`src/rtl/approx_mult_pkg.sv`:
```
// approx_mult_pkg: shared defaults, zone mapping and stage control record for approx_mult_pipe
package approx_mult_pkg;
  localparam int DEF_WIDTH = 8;
  localparam int DEF_ZONES = 4;
  localparam int DEF_APX_COLS = 4;
  typedef struct packed {
    logic valid;
    logic approx;
  } stage_ctl_t;
  function automatic int zone_cols(input int width, input int zones);
    return (2 * width - 1 + zones - 1) / zones;
  endfunction
  function automatic int zone_of(input int col, input int width, input int zones);
    int z;
    z = col / zone_cols(width, zones);
    return (z < zones - 1) ? z : zones - 1;
  endfunction
endpackage

```
`src/rtl/approx_pp_mask.sv`:
```
// approx_pp_mask: zone-gated partial-product matrix, pp[i][j] = a[j] & b[i] unless its zone is truncated
module approx_pp_mask
  import approx_mult_pkg::*;
#(
  parameter int WIDTH = DEF_WIDTH,
  parameter int NUM_ZONES = DEF_ZONES
) (
  input  logic [WIDTH-1:0]             a,
  input  logic [WIDTH-1:0]             b,
  input  logic [NUM_ZONES-1:0]         trunc,
  output logic [WIDTH-1:0][WIDTH-1:0]  pp
);
  for (genvar i = 0; i < WIDTH; i++) begin : g_row
    for (genvar j = 0; j < WIDTH; j++) begin : g_col
      assign pp[i][j] = a[j] & b[i] & ~trunc[zone_of(i + j, WIDTH, NUM_ZONES)];
    end
  end
endmodule

```
`src/rtl/approx_mult_pipe.sv`:
```
// approx_mult_pipe: 3-stage valid/ready zone-truncated multiplier with optional OR-compressed low columns
module approx_mult_pipe
  import approx_mult_pkg::*;
#(
  parameter int WIDTH = DEF_WIDTH,
  parameter int NUM_ZONES = DEF_ZONES,
  parameter int APX_COLS = DEF_APX_COLS
) (
  input  logic                 clk,
  input  logic                 rst,
  input  logic                 in_valid,
  output logic                 in_ready,
  input  logic [WIDTH-1:0]     in_a,
  input  logic [WIDTH-1:0]     in_b,
  input  logic [NUM_ZONES-1:0] in_trunc,
  input  logic                 in_approx,
  output logic                 out_valid,
  input  logic                 out_ready,
  output logic [2*WIDTH-1:0]   out_prod
);
  localparam int PW = 2 * WIDTH;
  localparam logic [PW-1:0] LO_MASK = {PW{1'b1}} >> (PW - APX_COLS);
  logic [WIDTH-1:0][WIDTH-1:0] pp, s1_pp;
  stage_ctl_t s1, s2;
  logic [PW-1:0] sh, row_x, row_y, low_or, s2_x, s2_y, s2_lo;
  logic stall;
  assign stall = out_valid & ~out_ready;
  assign in_ready = ~stall;
  approx_pp_mask #(.WIDTH(WIDTH), .NUM_ZONES(NUM_ZONES)) u_mask (
    .a(in_a),
    .b(in_b),
    .trunc(in_trunc),
    .pp(pp)
  );
  always_comb begin
    sh = '0;
    row_x = '0;
    row_y = '0;
    low_or = '0;
    for (int i = 0; i < WIDTH; i++) begin
      sh = PW'(s1_pp[i]) << i;
      low_or = low_or | (sh & LO_MASK);
      sh = s1.approx ? sh & ~LO_MASK : sh;
      row_x = (i % 2 == 0) ? row_x + sh : row_x;
      row_y = (i % 2 == 1) ? row_y + sh : row_y;
    end
  end
  always_ff @(posedge clk) begin
    if (rst) begin
      s1 <= '0;
      s2 <= '0;
      s1_pp <= '0;
      s2_x <= '0;
      s2_y <= '0;
      s2_lo <= '0;
      out_valid <= 1'b0;
      out_prod <= '0;
    end else if (!stall) begin
      s1 <= '{valid: in_valid, approx: in_approx};
      s1_pp <= pp;
      s2 <= s1;
      s2_x <= row_x;
      s2_y <= row_y;
      s2_lo <= low_or;
      out_valid <= s2.valid;
      if (s2.valid) out_prod <= (s2_x + s2_y) | (s2.approx ? s2_lo : '0);
    end
  end
endmodule

```
`config.mk`:
```
export PLATFORM = sky130hd
export DESIGN_NAME = approx_mult_pipe
export DESIGN_NICKNAME = d
export VERILOG_FILES = /design/src/rtl/approx_mult_pkg.sv /design/src/rtl/approx_pp_mask.sv /design/src/rtl/approx_mult_pipe.sv
export SDC_FILE = /design/constraint.sdc
export NUM_CORES = 1
export LEC_CHECK = 0
export CORE_MARGIN = 5
export CORE_UTILIZATION = 41
export CTS_CLUSTER_SIZE = 40
export DETAILED_ROUTE_END_ITERATION = 6
export SYNTH_ARGS = -nofsm -noshare
export SYNTH_HDL_FRONTEND = slang
export SYNTH_SLANG_ARGS = --single-unit
```
`constraint.sdc`:
```
create_clock -name clk -period 3.9 [get_ports clk]
set_input_delay 0.585 -clock clk [delete_from_list [all_inputs] [get_ports clk]]
set_output_delay 0.585 -clock clk [all_outputs]
set_load 0.005 [all_outputs]
```
==> flow_metrics.tcl <==
set metrics [dict create \
    grt_pass1_vias 5477 \
    cp_data_arrival_time_ns 3.34 \
    gr-total-overflow 0 \
    cts_setup_buffers 0 \
    routabilityCongestion 0.810 \
    power.total_mw 3.15 \
    drtIter0Drc 479 \
    swShare 0.256 \
    utilization 0.492 \
    layout_common_cells "119 x dfxtp_1, 91 x nor2_1, 72 x inv_1" \
    die_h_um 138 \
    min_period_ns 3.03 \
    setup_ws_ns 0.873 \
    cts_max_path_buffers 2 \
    dp_hpwl_um 11700 \
    antenna_found_initial 0 \
    slowest_stage "fa_1" \
    synthCells 782 \
    ff2ff_setup_slack_ns 0.87 \
    cp-end-kind "register" \
    drtAntennaViolNets 0 \
    start_kind "register" \
    p_clk_frac 0.493 \
    syn2layout_area_growth_pct 17.0 \
    cp_cell_sequence "inv_1 -> fa_1 -> inv_1 -> ha_1 -> ha_1 -> fa_1 -> a21o_1 -> a21o_2 -> a211oi_1 -> nor3_1 -> nand3b_1" \
    cts_buffers 17 \
    track_usage 0.177 \
    ys_warn_count 0 \
    power.internal_mw 2.34 \
    final_cell_area_um2 7870 \
    fin_crit_sh 0.776 \
    postPlaceCellArea_um2 7280 \
    viasPerCell 5.42 \
    io_pins 43 \
    clkSinkCount 119 \
    maxSlewHeadroom 0.199 \
    clock-skew-final_ns 0.0103 \
    start_util 0.421 \
    ff2ff_path_depth 11 \
    die_w_um 138 \
    seqPwrFrac 0.408 \
    outcome "completed" \
    core.rowCount 46 \
    slew_violations 0 \
    dr.pass1.iters 5 \
    p_sw_uw 806 \
    yosysUniqueCellTypes 60 \
    grt_max_degree 127 \
    coreArea_um2 16000 \
    synth_area_um2 6730 \
    fin_tns_setup_ns 0 \
    syn_nets 884 \
    hold_depth 2 \
    p_leak_nw 3.27 \
    holdWs_ns 0.454 \
    critPathLaunch "s1_pp[4]" \
    syn_avg_cell_area_um2 8.61 \
    routedWlPerCell_um 16.1 \
    cts_resized 0 \
    die-area_um2 19100 \
    pwr-share-comb 0.099 \
    cpPeakStageDelay_ns 0.53 \
    power.density_nw_per_um2 400 \
    num_vias 5602 \
    cap_violations 0 \
    hold_start "s2_y[5]" \
    tightest_slew_ns 1.20 \
    vdd_drop_max_mv 0.335 \
    pre_cts_slack_ns 0.887 \
    min_to "s2_y[5]" \
    ys_seq_area_frac 0.354 \
    synth_edf_count 0 \
    num_antenna_cells 0 \
    finalHoldViolCount 0 \
    layoutNonFillerInstCount 1033 \
    nNetsFinal 906 \
    drc 0 \
    dp.cells 1001 \
    min_path_type "register to register" \
    synth-seq-cells 119 \
    critPathKind "register to register" \
    path_clk_slew_ns 0.06 \
    crit_required_ns 4.21 \
    synthArstFlopShare 0 \
    io_buffer_count 42 \
    cts_tree "done" \
    rsz0062_at_grt "no" \
    cp_max_fo 3 \
    synth_ff_type "dfxtp_1" \
    r2r_end "s2_x[10]" \
    layout-drive-gt1-share 0.0636 \
    drt_wl_total_um 16700 \
    root_buffer "clkbuf_16" \
    max_freq_mhz 330 \
    setup_viol 0 \
    r2r_start "s1_pp[4]" \
    cts.hold.buffers_added 0 \
    final_common_cell "dfxtp_1" \
    cts_htree_levels 4 \
    clkLatencyLatePin_ns 0.43 \
    grt_pass1_wl_um 27800 \
]
[final cells by class]
cell class                 count  area, um^2
clock buffer                  18         439
inverter                      73         274
tap                          216         270
timing repair buffer          45         453
clock inverter                14         150
multi-input combinational    548        3900
fill                        1546        8130
sequential                   119        2380
[worst max-delay path, delay by kind of cell, from the launching register on]
| family | cells | cell delay [ns] |
|---|---|---|
| and+or+nand+nor | 2 | 0.26 |
| DFF | 1 | 0.33 |
| AOI/OAI and AO/OA | 3 | 0.75 |
| adders and majority gates | 4 | 1.47 |
| buffers and inverters | 2 | 0.10 |
[worst max path at each step]
stage | end | slack, ns | cells after the start
after floorplan | s2_x[10] | 1.11 | 11
after global placement | s2_x[10] | 1.02 | 11
after detailed placement | s2_x[10] | 0.89 | 11
after CTS | s2_x[10] | 0.88 | 11
after global routing | s2_y[11] | 0.72 | 12
final | s2_x[10] | 0.87 | 11
[power by group through the flow]
stage	sequential (mW)	combinational [mW]	clock, mW
3_3_place_gp	1.31	0.306	0
4_1_cts	1.29	0.313	1.58
5_1_grt	1.29	0.350	1.64
6_report	1.29	0.312	1.55
2_1_floorplan	1.30	0.208	0
3_5_place_dp	1.31	0.308	0
[state kept, by name, indices dropped and copies added, names as in the netlist]
name	cells
s1_pp	64
out_prod	16
s2_x	15
s2_y	15
s2_lo	4
s1	2
s2	2
out_valid	1
[cells in the mapped netlist, types with 2 or more instances]
library cell,number,area [um^2]
dfxtp_1,119,2380
nor2_1,91,342
inv_1,72,270
a22oi_1,60,450
ha_1,58,726
nand2_1,55,206
a21oi_1,43,215
nor3b_1,22,165
clkbuf_1,19,71.3
fa_1,19,380
nor3_1,18,90.1
o21ai_0,16,80.1
a211oi_1,14,105
a21o_1,13,97.6
nand3_1,13,65.1
nor2b_1,13,81.3
o211ai_1,13,97.6
buf_2,11,55.1
o21a_1,11,82.6
buf_1,10,37.5
nand3b_1,9,67.6
and3_1,8,50.1
or3_1,6,37.5
a211o_1,5,43.8
o31ai_1,5,37.5
or2_2,5,31.3
nand2b_1,4,25.0
nand4b_1,4,35.0
o21ai_1,4,20.0
or4_1,4,30.0
xnor2_1,3,26.3
a2111o_1,2,22.5
a31oi_1,2,12.5
buf_4,2,15.0
o2111ai_1,2,17.5
o41ai_1,2,17.5
xor2_1,2,17.5
[kinds of logic after synthesis]
family | synth area share
and+or+nand+nor | 0.188
AOI/OAI and AO/OA | 0.220
DFF | 0.354
buffers and inverters | 0.0673
adders and majority gates | 0.164
xor gates and xnor gates | 0.00651
[per-layer routing]
metal	vias to the layer above	global-route usage	wire length, um
li1	2800	-	-
met1	2632	0.246	8170
met2	150	0.266	7320
met3	20	0.0469	919
met4	0	0.0614	255
met5	-	0	0
Note: power is estimated with default switching activity, not from simulation.
